==> src/rtl/decode_stage.sv <==
// ---------------------------------------------------------------------------
// decode_stage
//   Single-entry instruction decode stage with a per-register write
//   scoreboard. An instruction is accepted when the output slot is free (or
//   draining this cycle) and none of its operands is waiting on a write. The
//   decoded bundle appears one cycle after acceptance and is held until the
//   consumer takes it.
//
// Optional feature:
//   DECODE_TRAP_EN - when defined, reserved encodings (class 11 op 0111/1110,
//                    class 10 sub-op 110) are flagged on out_illegal. They
//                    perform no register write and reserve no scoreboard
//                    entry. When undefined, out_illegal is constant 0.
//
// Ports:
//   clk, rst     - clock; synchronous active-high reset
//   in_valid     - instruction offered on in_instr
//   in_instr     - instruction word (decode fields live in bits [15:0])
//   in_ready     - stage accepts in_instr this cycle
//   out_valid    - decoded bundle valid
//   out_ready    - consumer accepts the bundle
//   flush        - drop the held bundle and refuse the current input
//   wb_valid     - a register write retires this cycle
//   wb_addr      - register being retired
//   out_instr    - registered copy of the accepted instruction
//   out_alu_sel  - ALU select
//   out_reg_we   - register write enable
//   out_wr_addr  - register written
//   out_mem_we   - memory write (stores)
//   out_pc_load  - branch taken-path load
//   out_cond     - condition field, bits [10:8]
//   out_illegal  - reserved encoding seen
// ---------------------------------------------------------------------------
module decode_stage #(
  parameter int INSTR_W  = 16,
  parameter int REG_AW   = 3,
  parameter int SB_DEPTH = 3
) (
  input  logic               clk,
  input  logic               rst,
  input  logic               in_valid,
  input  logic [INSTR_W-1:0] in_instr,
  output logic               in_ready,
  output logic               out_valid,
  input  logic               out_ready,
  input  logic               flush,
  input  logic               wb_valid,
  input  logic [REG_AW-1:0]  wb_addr,
  output logic [INSTR_W-1:0] out_instr,
  output logic [3:0]         out_alu_sel,
  output logic               out_reg_we,
  output logic [REG_AW-1:0]  out_wr_addr,
  output logic               out_mem_we,
  output logic               out_pc_load,
  output logic [2:0]         out_cond,
  output logic               out_illegal
);

  localparam int NREG  = 2 ** REG_AW;
  localparam int CNT_W = $clog2(SB_DEPTH + 1);

  logic [1:0]        cls;
  logic [2:0]        sub_op;
  logic [3:0]        op;
  logic [REG_AW-1:0] src_a;
  logic [REG_AW-1:0] src_b;

  assign cls    = in_instr[15:14];
  assign sub_op = in_instr[13:11];
  assign op     = in_instr[7:4];
  assign src_a  = REG_AW'(in_instr[13:11]);
  assign src_b  = REG_AW'(in_instr[10:8]);

  logic [3:0]        dec_alu_sel;
  logic              dec_reg_we;
  logic [REG_AW-1:0] dec_wr_addr;
  logic              dec_mem_we;
  logic              dec_pc_load;
  logic              dec_illegal;
  logic              uses_a;
  logic              uses_b;

  // Field decode of the offered instruction. Source usage is decoded here
  // too so the hazard check only looks at registers the instruction reads.
  always_comb begin
    dec_alu_sel = 4'b0000;
    dec_reg_we  = 1'b0;
    dec_wr_addr = '0;
    dec_mem_we  = 1'b0;
    dec_pc_load = 1'b0;
    dec_illegal = 1'b0;
    uses_a      = 1'b0;
    uses_b      = 1'b0;
    case (cls)
      2'b00: begin
        uses_b      = 1'b1;
        dec_reg_we  = 1'b1;
        dec_wr_addr = src_a;
      end
      2'b01: begin
        uses_a     = 1'b1;
        uses_b     = 1'b1;
        dec_mem_we = 1'b1;
      end
      2'b10: begin
        uses_b      = (sub_op == 3'b001);
        dec_pc_load = (sub_op == 3'b100) || (sub_op == 3'b111);
        if ((sub_op == 3'b000) || (sub_op == 3'b001)) begin
          dec_reg_we  = 1'b1;
          dec_wr_addr = src_b;
        end
        case (sub_op)
          3'b000:                 dec_alu_sel = 4'b1100;
          3'b001, 3'b100, 3'b111: dec_alu_sel = 4'b0000;
          default:                dec_alu_sel = 4'b1111;
        endcase
      end
      default: begin
        uses_a = 1'b1;
        uses_b = 1'b1;
        if ((op <= 4'b1100) && (op != 4'b0101)) begin
          dec_reg_we  = 1'b1;
          dec_wr_addr = src_b;
        end
        case (op)
          4'b0101: dec_alu_sel = 4'b0001;
          4'b0110: dec_alu_sel = 4'b1100;
          default: dec_alu_sel = op;
        endcase
      end
    endcase
`ifdef DECODE_TRAP_EN
    dec_illegal = ((cls == 2'b11) && ((op == 4'b0111) || (op == 4'b1110))) ||
                  ((cls == 2'b10) && (sub_op == 3'b110));
    if (dec_illegal) begin
      dec_reg_we  = 1'b0;
      dec_wr_addr = '0;
      dec_mem_we  = 1'b0;
      dec_pc_load = 1'b0;
      dec_alu_sel = 4'b1111;
    end
`else
    dec_illegal = 1'b0;
`endif
  end

  logic [CNT_W-1:0] sb_cnt [NREG];
  logic             hazard;
  logic             fire;

  // The destination only stalls once its counter is full, so a register can
  // carry up to SB_DEPTH writes in flight; readers wait for the count to
  // drain to zero. Counts are taken from the registered state, so a
  // retirement in the same cycle does not release a stall early.
  always_comb begin
    hazard = (uses_a && (sb_cnt[src_a] != '0)) ||
             (uses_b && (sb_cnt[src_b] != '0)) ||
             (dec_reg_we && (sb_cnt[dec_wr_addr] == CNT_W'(SB_DEPTH)));
  end

  assign in_ready = !rst && !hazard && !flush && (!out_valid || out_ready);
  assign fire     = in_valid && in_ready;

  logic [NREG-1:0] sb_inc;
  logic [NREG-1:0] sb_dec;

  // Per-register increment/decrement requests. A retirement against an
  // empty counter is dropped so the counter never wraps below zero.
  always_comb begin
    sb_inc = '0;
    sb_dec = '0;
    for (int i = 0; i < NREG; i++) begin
      sb_inc[i] = fire && dec_reg_we && (dec_wr_addr == REG_AW'(i));
      sb_dec[i] = wb_valid && (wb_addr == REG_AW'(i)) && (sb_cnt[i] != '0);
    end
  end

  // Scoreboard counters; a simultaneous issue and retirement on the same
  // register cancel out.
  always_ff @(posedge clk) begin
    if (rst) begin
      for (int i = 0; i < NREG; i++) sb_cnt[i] <= '0;
    end else begin
      for (int i = 0; i < NREG; i++) begin
        case ({sb_inc[i], sb_dec[i]})
          2'b10:   sb_cnt[i] <= sb_cnt[i] + CNT_W'(1);
          2'b01:   sb_cnt[i] <= sb_cnt[i] - CNT_W'(1);
          default: sb_cnt[i] <= sb_cnt[i];
        endcase
      end
    end
  end

  // Output bundle register. Loading only on fire keeps the bundle stable
  // while the consumer stalls; flush or a completed handshake empties it.
  always_ff @(posedge clk) begin
    if (rst) begin
      out_valid   <= 1'b0;
      out_instr   <= '0;
      out_alu_sel <= 4'b0000;
      out_reg_we  <= 1'b0;
      out_wr_addr <= '0;
      out_mem_we  <= 1'b0;
      out_pc_load <= 1'b0;
      out_cond    <= 3'b000;
      out_illegal <= 1'b0;
    end else if (fire) begin
      out_valid   <= 1'b1;
      out_instr   <= in_instr;
      out_alu_sel <= dec_alu_sel;
      out_reg_we  <= dec_reg_we;
      out_wr_addr <= dec_wr_addr;
      out_mem_we  <= dec_mem_we;
      out_pc_load <= dec_pc_load;
      out_cond    <= in_instr[10:8];
      out_illegal <= dec_illegal;
    end else if (flush || out_ready) begin
      out_valid <= 1'b0;
    end
  end

endmodule

==> config.mk <==
export PLATFORM = sky130hd
export DESIGN_NAME = decode_stage
export DESIGN_NICKNAME = d
export VERILOG_FILES = /design/src/rtl/decode_stage.sv
export SDC_FILE = /design/constraint.sdc
export NUM_CORES = 1
export LEC_CHECK = 0
export ABC_AREA = 1
export CAP_MARGIN = 15
export CORE_MARGIN = 3
export CORE_UTILIZATION = 38
export DETAILED_ROUTE_END_ITERATION = 7
export GPL_TIMING_DRIVEN = 0
export SETUP_SLACK_MARGIN = 0.2
export SLEW_MARGIN = 0
export SYNTH_ARGS = -nofsm -noshare
export SYNTH_HDL_FRONTEND = slang
export SYNTH_SLANG_ARGS = --single-unit
export TNS_END_PERCENT = 1
==> constraint.sdc <==
create_clock -name clk -period 3.75 [get_ports clk]
set_input_delay 0.75 -clock clk [delete_from_list [all_inputs] [get_ports clk]]
set_output_delay 0.75 -clock clk [all_outputs]
set_load 0.05 [all_outputs]
==> metrics.cfg <==
[synth]
ys_top_cells_by_count=nand2_1 (98), inv_1 (81), nor2_1 (78), dfxtp_1 (27), nand3_1 (22)
ys_seq_elements=43
yosys_warnings=0
synth_edf_count=16
async_flop_share_pct=0
ys.flop_type=dfxtp_1
syn_avg_cell_area_sq_um=6.65
synth_area_sq_um=3110
yosysMostFrequentCell=nand2_1
ys_seq_area_share_pct=32.9
syn_inst=467
synthTopCellsByArea=dfxtp_1 (17%), edfxtp_1 (15%), nand2_1 (12%), inv_1 (9.8%), nor2_1 (9.4%)
yosysTopAreaCell=dfxtp_1
synth_cell_types=40
yosysTopAreaCellShare_pct=17.4
syn_nets=509

[clock_tree]
cts_buffers=5
cts_hold_buf=0
h-tree-depth=2
root_buffer=clkbuf_8
clkTransAtPathRegs_ps=90
cts.sinks=43
max-clock-path-buffers=2
cts_tree=built
clock_latency_ps=300

[critical_path]
cp-start-kind=input port
r2r-start=sb_cnt[4][0]$_SDFFCE_PN0P_
crit_chain=clkdlybuf4s50_1, nand2_2, nand2_1, inv_1, a21oi_2, bufinv_8, nand2_2, nand3_4, buf_6, and2_1, buf_4
startpoint=in_instr[6]
critPathKind=in -> out
critPathTopFamily=buffers and inverters
max_stage_delay_ps=560
cpMostUsedCell=nand2_2
timing.critical_path.buf_inv=5
rrSetupSlack_ps=740
slowest_stage=clkdlybuf4s50_1
required_ps=3000
end_kind=primary output
arrival_ps=2700
crit_path_max_fanout=10

[final_layout]
fillers=817
finalNetCount=581
n_antenna_cell=0
stdcell_count=642
regArea_sq_um=1020
layout-drive-gt1-share_pct=14.1
syn2layout_area_growth_pct=32.5
finish.utilization_pct=52.4
multi_input_area_sq_um=1750

[floorplan]
start_util_pct=39.6
die_w_um=96.4
io_pins=57
dieArea_sq_um=9300
core_area_sq_um=7850
die_y_um=96.4
rows=32

[timing]
worst_slack_ps=305
worst_pin_slew_ps=704
min_period_ps=3450
setup_viol=0
fin_crit_sh_pct=91.9
rsz0062_at_grt=true
tns_ps=0
final_max_slew_viol_count=0
relSlewSlack_pct=53.0
skew_ps=3.79
max_freq_mhz=290
finalHoldViolCount=0

[placed_design]
io_buffers=54
gp_congestion=0.896
hpwl_um=6660
dp.cells=623
place_ws_ps=-630

[routing]
wl_per_cell_um=13.2
drt-pass1-iter-count=4
drc=0
drt_iter0_drc=136
vias_per_cell=4.74
drtAntennaViolNets=0
num_vias=3046
routed_wl_um=8500

[power_and_ir_drop]
finalPower_uw=1240
p_int_uw=842
power_frac_clock_pct=31.1
p_leak_uw=0.00191
powerDensity_nw_per_um2=301
p_sw_share_pct=32.1
seqPwrFrac_pct=42.4
p_comb_share_pct=26.5
p_sw_uw=398
ir_drop_mv=0.176

[outcome]
status=completed

[hold_path]
hold_path_class=reg -> reg
min_from=out_reg_we$_SDFFE_PP0P_

[global_routing]
grt_start_max_net_pins=14
grt_pass1_wl_um=13700
grt_overflow=0
grtUsageTotal_pct=19.1
grt_pass1_vias=2740
antenna_found_initial=0

[run]
cap_violations=0

## cells in the final DEF, fill, tap and decap left out, types with 13 or more instances in the layout
master           Yosys  layout
nor2_1              78      75
buf_4                6      17
clkdlybuf4s50_1      0      44
inv_1               81      80
nor3_1              17      13
ha_1                17      17
nand3_1             22      19
a21oi_1             20      19
nand2_1             98      94
dfxtp_1             27      27
edfxtp_1            16      16
## state kept, by name (all words and copies together), names as in the netlist
name,flops
out_mem_we,1
out_instr,16
out_valid,1
out_alu_sel,4
out_wr_addr,3
sb_cnt,16
out_pc_load,1
out_reg_we,1
## stage by stage
step / hold WS, ps / area, sq um
after floorplan: 546 / 3110
after global placement: 451 / 3770
after detailed placement: 451 / 3770
after CTS: 472 / 4020
after global routing: 487 / 4120
final: 467 / 4120
## final timing paths
path                                end  cells past startpoint
min             out_reg_we$_SDFFE_PP0P_                      2
max                            in_ready                     11
min reg2reg     out_reg_we$_SDFFE_PP0P_                      2
max reg2reg  sb_cnt[4][1]$_SDFFCE_PN0P_                     14
## worst reg2reg max path, delay by kind of cell (launching register included)
family | cells | cell delay (ps)
and+or+nand+nor | 6 | 850
DFF | 1 | 420
adders and majority gates | 1 | 190
AOI/OAI and AO/OA | 4 | 850
buffers and inverters | 3 | 390
## power groups by stage
stage	sequential (uW)	combinational [uW]	clock (uW)
global placement	536	307	0
floorplan	571	167	0
CTS	526	320	392
detailed placement	537	308	0
global route	530	363	408
finish	526	329	385
## per-layer routing
| layer | wire length, um | vias up | global-route usage, % | share of wire [%] |
|---|---|---|---|---|
| met2 | 3930 | 61 | 30.1 | 46 |
| met1 | 4150 | 1370 | 27.8 | 49 |
| li1 | - | 1607 | - | - |
| met4 | 87 | 0 | 4.79 | 1.0 |
| met5 | 0 | - | 0 | 0 |
| met3 | 332 | 8 | 2.32 | 3.9 |
## area by class of cell
| class | count | share of cell area [%] |
|---|---|---|
| Buffer | 17 | 2.92 |
| Clock buffer | 8 | 2.98 |
| Inverter | 91 | 8.63 |
| Multi-Input combinational cell | 316 | 42.6 |
| Sequential cell | 43 | 24.8 |
| Tap cell | 102 | 3.10 |
| Timing Repair Buffer | 65 | 15.0 |
## kinds of logic after synthesis
group	after synthesis	share of synthesized area, %
compound gates	51	9.34
fa+ha+maj	17	6.85
buf+inv	108	15.0
flops	43	32.9
other cells	1	0.121
simple gates	247	35.8
## what timing repair did
action                                 in CTS  in global routing
setup buffers                              10                  1
setup endpoints to repair                  25                 25
endpoints found under the hold margin       0                  0
gates resized for setup                    31                 24
cloned                                      0                  0
pin swaps                                   3                  4
No activity file was read; power rests on OpenSTA's default activity.
